## config.mk

```make
export PLATFORM = sky130hd
export DESIGN_NAME = instr_prefetch_queue
export DESIGN_NICKNAME = d
export VERILOG_FILES = /design/src/rtl/instr_prefetch_queue.sv
export SDC_FILE = /design/constraint.sdc
export NUM_CORES = 1
export LEC_CHECK = 0
export ABC_AREA = 0
export ABC_CLOCK_PERIOD_IN_PS = 4800
export CAP_MARGIN = 20
export CORE_MARGIN = 1
export CORE_UTILIZATION = 45
export DETAILED_ROUTE_END_ITERATION = 7
export PLACE_DENSITY = 0.64
export SYNTH_ARGS = -nofsm -noshare
export SYNTH_HDL_FRONTEND = slang
export SYNTH_SLANG_ARGS = --single-unit
```

## constraint.sdc

```tcl
create_clock -name clk -period 4.8 [get_ports clk]
set_clock_uncertainty 0.15 [all_clocks]
set_input_delay 0.96 -clock clk [delete_from_list [all_inputs] [get_ports clk]]
set_output_delay 0.96 -clock clk [all_outputs]
set_load 0.05 [all_outputs]
```

## src/rtl/instr_prefetch_queue.sv

```systemverilog
// Purpose : instruction prefetch queue; fetches sequential instructions ahead of decode
//           into a DEPTH-entry FIFO, with flush/redirect and an end-of-program halt.
// Latency : mem_req to out_valid is 2 cycles with a 1-cycle memory (push edge, then visible).
// Backpres: a request is only issued while a free slot exists, so the queue never overflows;
//           out_ready=0 simply holds the head and, once full, stops new requests.
// Ports   : clk, rst (async active-low)
//           mem_req/mem_addr      -> fetch request to instruction memory
//           mem_rvalid/mem_rdata  <- memory response
//           out_valid/out_instr/out_pc/out_ready -> head of queue to decode
//           redirect/redirect_pc  <- branch/jump flush and new fetch address
//           count, halted         -> occupancy and end-of-program status
module instr_prefetch_queue #(
   parameter int DATA_WIDTH    = 20,
   parameter int ADDRESS_WIDTH = 8,
   parameter int DEPTH         = 4
) (
   input  logic                       clk,
   input  logic                       rst,
   output logic                       mem_req,
   output logic [ADDRESS_WIDTH-1:0]   mem_addr,
   input  logic                       mem_rvalid,
   input  logic [DATA_WIDTH-1:0]      mem_rdata,
   output logic                       out_valid,
   output logic [DATA_WIDTH-1:0]      out_instr,
   output logic [ADDRESS_WIDTH-1:0]   out_pc,
   input  logic                       out_ready,
   input  logic                       redirect,
   input  logic [ADDRESS_WIDTH-1:0]   redirect_pc,
   output logic [$clog2(DEPTH):0]     count,
   output logic                       halted
);

   localparam int PW = $clog2(DEPTH);
   localparam int CW = PW + 1;
   localparam logic [ADDRESS_WIDTH-1:0] LAST_PC = '1;

   typedef enum logic [1:0] {
      ST_REQ,
      ST_WAIT,
      ST_DISCARD,
      ST_HALT
   } state_t;

   state_t                   state_q, state_d;
   logic [ADDRESS_WIDTH-1:0] fetch_pc_q, fetch_pc_d;
   logic [CW-1:0]            count_q, count_d;
   logic [PW-1:0]            wr_ptr_q, wr_ptr_d;
   logic [PW-1:0]            rd_ptr_q, rd_ptr_d;

   logic [DATA_WIDTH-1:0]    instr_mem_q [DEPTH];
   logic [ADDRESS_WIDTH-1:0] pc_mem_q    [DEPTH];

   logic                     queue_full;
   logic                     push;
   logic                     pop;
   logic [ADDRESS_WIDTH-1:0] pc_inc;

   assign queue_full = (count_q == CW'(DEPTH));
   assign pc_inc     = fetch_pc_q + 1'b1;

   // Request is suppressed during reset and in a redirect cycle so a stale
   // address is never sent out.
   assign mem_req  = (state_q == ST_REQ) && !queue_full && !redirect && rst;
   assign mem_addr = fetch_pc_q;

   assign push = (state_q == ST_WAIT) && mem_rvalid && !redirect;
   assign pop  = (count_q != '0) && out_ready && !redirect;

   assign out_valid = (count_q != '0);
   // Storage is not reset; gating with out_valid keeps the head outputs at 0
   // whenever the queue is empty (including during reset).
   assign out_instr = out_valid ? instr_mem_q[rd_ptr_q] : '0;
   assign out_pc    = out_valid ? pc_mem_q[rd_ptr_q]    : '0;
   assign count     = count_q;
   assign halted    = (state_q == ST_HALT);

   always_comb begin
      state_d    = state_q;
      fetch_pc_d = fetch_pc_q;
      count_d    = count_q;
      wr_ptr_d   = wr_ptr_q;
      rd_ptr_d   = rd_ptr_q;

      if (redirect) begin
         fetch_pc_d = redirect_pc;
         count_d    = '0;
         wr_ptr_d   = '0;
         rd_ptr_d   = '0;
         // A response still owed by memory must be swallowed before fetching
         // again. If it arrives in this very cycle it is dropped here instead.
         if ((state_q == ST_WAIT || state_q == ST_DISCARD) && !mem_rvalid) begin
            state_d = ST_DISCARD;
         end else if (redirect_pc == LAST_PC) begin
            state_d = ST_HALT;
         end else begin
            state_d = ST_REQ;
         end
      end else begin
         unique case (state_q)
            ST_REQ: begin
               if (mem_req) state_d = ST_WAIT;
            end
            ST_WAIT: begin
               if (mem_rvalid) begin
                  fetch_pc_d = pc_inc;
                  state_d    = (pc_inc == LAST_PC) ? ST_HALT : ST_REQ;
               end
            end
            ST_DISCARD: begin
               // fetch_pc may have been redirected to the last address while
               // discarding; never fetch it.
               if (mem_rvalid) state_d = (fetch_pc_q == LAST_PC) ? ST_HALT : ST_REQ;
            end
            ST_HALT: begin
               state_d = ST_HALT;
            end
            default: state_d = ST_REQ;
         endcase

         if (push) wr_ptr_d = wr_ptr_q + 1'b1;
         if (pop)  rd_ptr_d = rd_ptr_q + 1'b1;
         unique case ({push, pop})
            2'b10:   count_d = count_q + CW'(1);
            2'b01:   count_d = count_q - CW'(1);
            default: count_d = count_q;
         endcase
      end
   end

   always_ff @(posedge clk or negedge rst) begin
      if (!rst) begin
         state_q    <= ST_REQ;
         fetch_pc_q <= '0;
         count_q    <= '0;
         wr_ptr_q   <= '0;
         rd_ptr_q   <= '0;
      end else begin
         state_q    <= state_d;
         fetch_pc_q <= fetch_pc_d;
         count_q    <= count_d;
         wr_ptr_q   <= wr_ptr_d;
         rd_ptr_q   <= rd_ptr_d;
      end
   end

   // Each entry records the address it was fetched from alongside the data.
   always_ff @(posedge clk) begin
      if (push) begin
         instr_mem_q[wr_ptr_q] <= mem_rdata;
         pc_mem_q[wr_ptr_q]    <= fetch_pc_q;
      end
   end

endmodule
```

==> implementation parameters, run 1 <==
Parameter                              Value

Run status
  Violations in the final reports    design-rule violations
  Result of the run    finished, violations left

Logic synthesis
  Post-synthesis adder-cell area fraction    0.0292
  Synthesis Warnings    0
  Async SR Flop Fraction    0.132
  Count of distinct cell types in the synthesized netlist    36
  Number of flops mapped to enable cells by yosys    112
  Top FF cell, synth    edfxtp_1
  Share of the synthesized netlist area taken by xor and xnor gates    0.0211
  Basic-gate share of the synthesized area counting and, or, nand and nor cells    0.0869
  Avg Cell Area, Syn    17.5 sq um
  Number of register bits inferred by synthesis    between 100 and 150
  Mapped Nets    354
  Main combinational cell family by area after synthesis    multiplexers
  Compound-gate portion of the synthesized area    0.0264
  Synth Cell Area    between 5000 and 6000 sq um
  Part of the Yosys area used for sequential elements    0.702
  Count of mapped cells out of synthesis    309
  Multiplexer share of the synthesized area    0.119

Place
  Placed wire-length estimate    6600 microns
  Count of buffers from port buffering    74
  Post-placement setup slack    1.12 ns
  Placer's final routability congestion estimate    0.751

Final layout
  Fraction of layout instances using a drive strength above 1    0.190
  # diodes    0
  Most used cells in the layout excluding fill and tap cells    112 x edfxtp_1, 73 x clkdlybuf4s50_1, 30 x and2_1
  Syn-to-layout area delta    29.7%
  Commonest non-fill, non-tap cell in the layout    edfxtp_1
  Post-layout nets    447

Global route
  Grt ovf    0
  Vias in the first global route    3163
  GRT Util Overall    0.184
  Number of antenna violations at the first check in global routing    0
  First-pass GRT wire length    16900 microns
  Pin count of the biggest net entering global routing    32

Floorplanning
  Io pins    75
  Row Count    39
  Full die area    12400 sq um
  Initial Util    0.467
  Die Y-Extent    ~110 microns
  Core Region    11600 sq um
  Die X-Extent    112 microns

STA
  Endpoints failing setup    0
  Final Hold Viols    0
  Maximum clock rate    0.248 GHz
  Max-slew violation count    0
  Crit share post-route    0.839
  Shortest clock period the worst path allows after layout    4.03 ns
  Slew @ Worst Pin    0.712 ns
  Smallest setup slack after layout    between 0.7 and 0.8 ns
  Setup repair after global routing missed its margin    false
  Hold slack    0.471 ns
  Aggregate negative setup slack    0 ns
  Max-Slew Margin vs Limit    0.525

Clocking
  Root cell of the clock tree    clkbuf_16
  Max H-tree Level    4
  Buffers inserted by post-CTS timing repair    0
  Buffer depth of the longest clock path    2
  Clock tree from TritonCTS    yes
  Resized Gates After CTS    0
  Clock latency on the worst-skew pair    about 0.41 ns
  Clock transition time at the flip-flop clock pins of the worst setup and hold paths    0.05 ns
  Sink Count    129
  Number of hold buffers added after CTS    0
  CTS Buf Count    17

Power and ir drop
  Power per cell area    614 nW/um^2
  Overall power of the completed layout    around 0.0043 W
  Leakage power summed over all cells    2.39 nW
  Maximum vdd drop    0.000419 V

Route
  TritonRoute pass-1 iters    8
  Post-DR vias/cell    ~5.4
  Total detailed-routing wirelength    10500 microns
  Detail-routed net length per standard cell    18.7 microns
  Violation count after the first detailed-route iteration    160
  Antenna viol nets, final    0
  DR vias    3020
  DR DRC count    6

Setup path
  CP Data Arrival Time    2.92 ns
  Largest fanout on the critical path    17
  Worst Setup End Kind    primary output
  Data required time of the critical path    3.69 ns
  Setup Crit Path Kind    reg2out
  Critical path startpoint category    flip-flop

Run
  Max-Cap Viols    0

Min path
  Worst min-delay path category    reg2reg
[cell type report]
cell class | count | area (sq um)
Tap cell | 143 | 179
Multi-Input combinational cell | 159 | 1540
Clock buffer | 19 | 433
Inverter | 7 | 26.3
Fill cell | 875 | 4560
Timing Repair Buffer | 88 | 843
Clock inverter | 13 | 191
Sequential cell | 129 | 3790
[worst paths after layout]
check / startpoint / to / slack (ns) / depth (start not counted)
worst max-delay path: rd_ptr_q[0] / out_instr[10] / 0.77 / 4
worst max register to register: state_q[1] / count[2] / 2.22 / 8
worst min register to register: wr_ptr_q[0] / wr_ptr_q[0] / 0.47 / 2
min in group asynchronous: rst / mem_addr[0] / 0.74 / 2
worst min-delay path: wr_ptr_q[0] / wr_ptr_q[0] / 0.47 / 2
max in group asynchronous: rst / rd_ptr_q[0] / 3.54 / 2
[power breakdown]
| part | switching, W | internal (W) |
|---|---|---|
| Sequential | 0.0000961 | 0.00128 |
| Combinational | 0.000971 | 0.000606 |
| Clock | 0.000438 | 0.000911 |
| Total | 0.00151 | 0.00280 |
[per-layer routing]
metal | wire (microns) | GRT usage | vias to the layer above
met5 | 0 | 0 | -
met4 | 144 | 0.0685 | 0
met3 | 434 | 0.0490 | 12
met2 | 5210 | 0.304 | 76
met1 | 4660 | 0.235 | 1555
li1 | - | - | 1377
[cells in the mapped netlist (5+ instances only)]
library cell	count	share of area
buf_2	7	0.0065
o21ai_0	11	0.010
xor2_1	8	0.013
ha_1	11	0.025
nand2_1	15	0.010
nor2_1	12	0.0083
mux4_2	28	0.12
dfrtp_1	17	0.079
and2_1	30	0.035
edfxtp_1	112	0.62
clkbuf_1	7	0.0049
xnor2_1	5	0.0081
inv_1	7	0.0049
[state kept, by name (all words and copies together), names as in the netlist]
register	count
count	3
pc_mem_q	32
state_q	2
wr_ptr_q	2
instr_mem_q	80
rd_ptr_q	2
mem_addr	8
[critical path, stage by stage, from the launching register on]
cell             delay (ns)
dfrtp_2                0.72
buf_4                  0.37
mux4_2                 0.54
and2_1                 0.17
clkdlybuf4s50_1        0.70
[metrics by stage]
step           cells  utilization  cell area (sq um)
6_report         558        0.606               7010
5_1_grt          558        0.606               7010
4_1_cts          558        0.606               7010
3_5_place_dp     526        0.552               6380
3_3_place_gp     526        0.552               6380
2_1_floorplan    309            -               5400
[logic make-up (layout without fill, tap and decap cells)]
group                      count (synthesis)  count (layout)
DFF                                      129             129
and+or+nand+nor                           83              83
muxes                                     29              29
AOI/OAI and AO/OA                         22              22
buffers and inverters                     21             127
xor gates and xnor gates                  13              13
adders and majority gates                 12              12
Power figures use the tool's default switching activity.
==> run 2, diff against run 1 <==
--- a/config.mk
+++ b/config.mk
@@ -6,7 +6,7 @@
 export NUM_CORES = 1
 export LEC_CHECK = 0
 export ABC_AREA = 0
-export ABC_CLOCK_PERIOD_IN_PS = 4800
+export ABC_CLOCK_PERIOD_IN_PS = 3800
 export CAP_MARGIN = 20
 export CORE_MARGIN = 1
 export CORE_UTILIZATION = 45
==> constraint.sdc (replaced) <==
create_clock -name clk -period 3.8 [get_ports clk]
set_clock_uncertainty 0.15 [all_clocks]
set_input_delay 0.76 -clock clk [delete_from_list [all_inputs] [get_ports clk]]
set_output_delay 0.76 -clock clk [all_outputs]
set_load 0.05 [all_outputs]
==> implementation parameters, run 2 (same netlist as run 1, synthesis figures left out) <==
Parameter                              Value

Final layout
  Filler Cell Count    859 (-1.8%)
  Syn-to-layout area delta    30.5%
  Commonest non-fill, non-tap cell in the layout    edfxtp_1
  Fraction of layout instances using a drive strength above 1    0.217 (+0.0270)
  Area taken by flip-flops and latches    3790 sq um (unchanged)
  Post-layout nets    446 (-0.22%)
  Number of flip-flops under the largest register name    80 (unchanged)
  Multi-input gate area    1550 sq um (about the same)
  Largest register by flop count    instr_mem_q
  Final Util    0.609 (+0.00335)
  # diodes    0 (unchanged)
  Most used cells in the layout excluding fill and tap cells    112 x edfxtp_1, 65 x clkdlybuf4s50_1, 30 x and2_1

Clocking
  Buffer depth of the longest clock path    2 (unchanged)
  CTS Buf Count    17 (unchanged)
  Number of hold buffers added after CTS    0 (unchanged)
  Root cell of the clock tree    clkbuf_16
  Max H-tree Level    4 (unchanged)
  Clock transition time at the flip-flop clock pins of the worst setup and hold paths    0.06 ns (about the same)
  Resized Gates After CTS    0 (unchanged)
  Sink Count    129 (unchanged)
  Clock latency on the worst-skew pair    0.41 ns (about the same)
  Clock tree from TritonCTS    yes
  Buffers inserted by post-CTS timing repair    0 (unchanged)

Run status
  Violations in the final reports    design-rule violations
  Result of the run    finished, violations left

Power and ir drop
  Seq pwr share    0.307 (-0.013)
  Leakage power summed over all cells    2.41 nW (+0.86%)
  Switching Share    0.349 (-0.000851)
  Pint    0.00361 W (+29%)
  Total net switching power    0.00194 W (+29%)
  Maximum vdd drop    0.000355 V (-15%)
  Clock network power share    0.325 (+0.011)
  Portion of total power attributed to combinational logic    0.367 (about the same)
  Overall power of the completed layout    0.00554 W (+29%)
  Power per cell area    787 nW/um^2 (+28%)

STA
  Endpoints failing setup    0 (unchanged)
  Max-slew violation count    0 (unchanged)
  Crit share post-route    0.907
  Max-Slew Margin vs Limit    0.555 (+0.0297)
  Setup repair after global routing missed its margin    false
  Final Hold Viols    0 (unchanged)
  Shortest clock period the worst path allows after layout    about 3.4 ns
  Slew @ Worst Pin    0.666 ns (-0.0462 ns)
  Maximum clock rate    0.290 GHz

Route
  Antenna viol nets, final    0 (unchanged)
  Detail-routed net length per standard cell    18.4 microns (-1.6%)
  Total detailed-routing wirelength    10300 microns (-1.8%)
  DR vias    2952 (-2.3%)
  Violation count after the first detailed-route iteration    189 (+18%)
  DR DRC count    5 (-1)
  Post-DR vias/cell    5.30 (-2.1%)
  TritonRoute pass-1 iters    8 (unchanged)

Setup path
  Crit path max-delay cell type    clkdlybuf4s50_1
  Setup Crit Path Kind    reg2out
  Largest fanout on the critical path    7 (-10)
  Highest cell delay on the worst timing path    0.70 ns (-0.02 ns)
  Reg2reg path depth    7 (-1)
  Worst Setup End Kind    primary output
  Data required time of the critical path    2.89 ns (-0.80 ns)
  Worst path cell trace    buf_4, mux4_2, and2_1, clkdlybuf4s50_1
  CP Data Arrival Time    2.54 ns (-0.38 ns)
  Critical path startpoint category    flip-flop

Floorplanning
  Initial Util    0.467 (unchanged)
  Die Y-Extent    112 microns (unchanged)
  Io pins    75 (unchanged)
  Core Region    11600 sq um (unchanged)
  Die X-Extent    112 microns (unchanged)
  Full die area    12400 sq um (unchanged)
  Row Count    39 (unchanged)

Global route
  Number of antenna violations at the first check in global routing    0 (unchanged)
  Grt ovf    0 (unchanged)
  Vias in the first global route    3236 (+2.3%)
  First-pass GRT wire length    16900 microns (+0.20%)
  Pin count of the biggest net entering global routing    34 (+6.3%)
  GRT Util Overall    0.181 (-0.00310)

Place
  Placed wire-length estimate    6330 microns (-4.2%)
  Placer's final routability congestion estimate    0.774 (+3.1%)
  Count of buffers from port buffering    74 (unchanged)

Run
  Max-Cap Viols    0 (unchanged)

Min path
  Worst min-delay path category    reg2reg
  Count of cells along the worst hold path    2 (unchanged)
-- run 2: cell type report --
cell class                 instances  area share
clock buffer                      17      0.0604
inverter                           7     0.00373
timing repair buffer              87       0.119
sequential                       129       0.538
tap                              143      0.0254
clock inverter                    15      0.0339
multi-input combinational        159       0.219
-- run 2: per-layer routing --
| layer | part of all wire | global-route usage |
|---|---|---|
| met5 | 0 | 0 |
| met2 | 0.49 | 0.285 |
| met3 | 0.038 | 0.0430 |
| met1 | 0.47 | 0.245 |
| met4 | 0.010 | 0.0730 |
-- run 2: power groups by stage --
stage | registers [W] | logic (W) | clock network [W]
floorplan | 0.00177 | 0.00137 | 0
global placement | 0.00173 | 0.00205 | 0
detailed placement | 0.00173 | 0.00206 | 0
CTS | 0.00170 | 0.00207 | 0.00183
global route | 0.00172 | 0.00217 | 0.00189
finish | 0.00170 | 0.00204 | 0.00180
-- run 2: critical path: cells and delay by family (launching register included) --
family                 cells  cell delay (ns)
buffers and inverters      2             0.95
muxes                      1             0.52
DFF                        1             0.49
and+or+nand+nor            1             0.17
-- run 2: worst paths after layout --
kind / slack, ns / endpoint / from
max: 0.35 / out_instr[2] / rd_ptr_q[0]
min: 0.43 / wr_ptr_q[1] / wr_ptr_q[1]
max reg2reg: 1.23 / count[2] / count[2]
min reg2reg: 0.43 / wr_ptr_q[1] / wr_ptr_q[1]
max in group asynchronous: 2.70 / rd_ptr_q[0] / rst
min in group asynchronous: 0.59 / mem_addr[1] / rst
-- run 2: through the flow --
| stage | hold WS, ns | TNS (ns) | std cells | area (sq um) | setup slack [ns] |
|---|---|---|---|---|---|
| finish | 0.427 | 0 | 557 | 7050 | 0.353 |
| global route | 0.456 | 0 | 557 | 7050 | 0.233 |
| CTS | 0.434 | 0 | 557 | 7050 | 0.311 |
| detailed placement | 0.417 | 0 | 525 | 6380 | 0.687 |
| global placement | 0.410 | 0 | 525 | 6380 | 0.769 |
| floorplan | 0.314 | -5.48 | 309 | 5400 | -0.0489 |
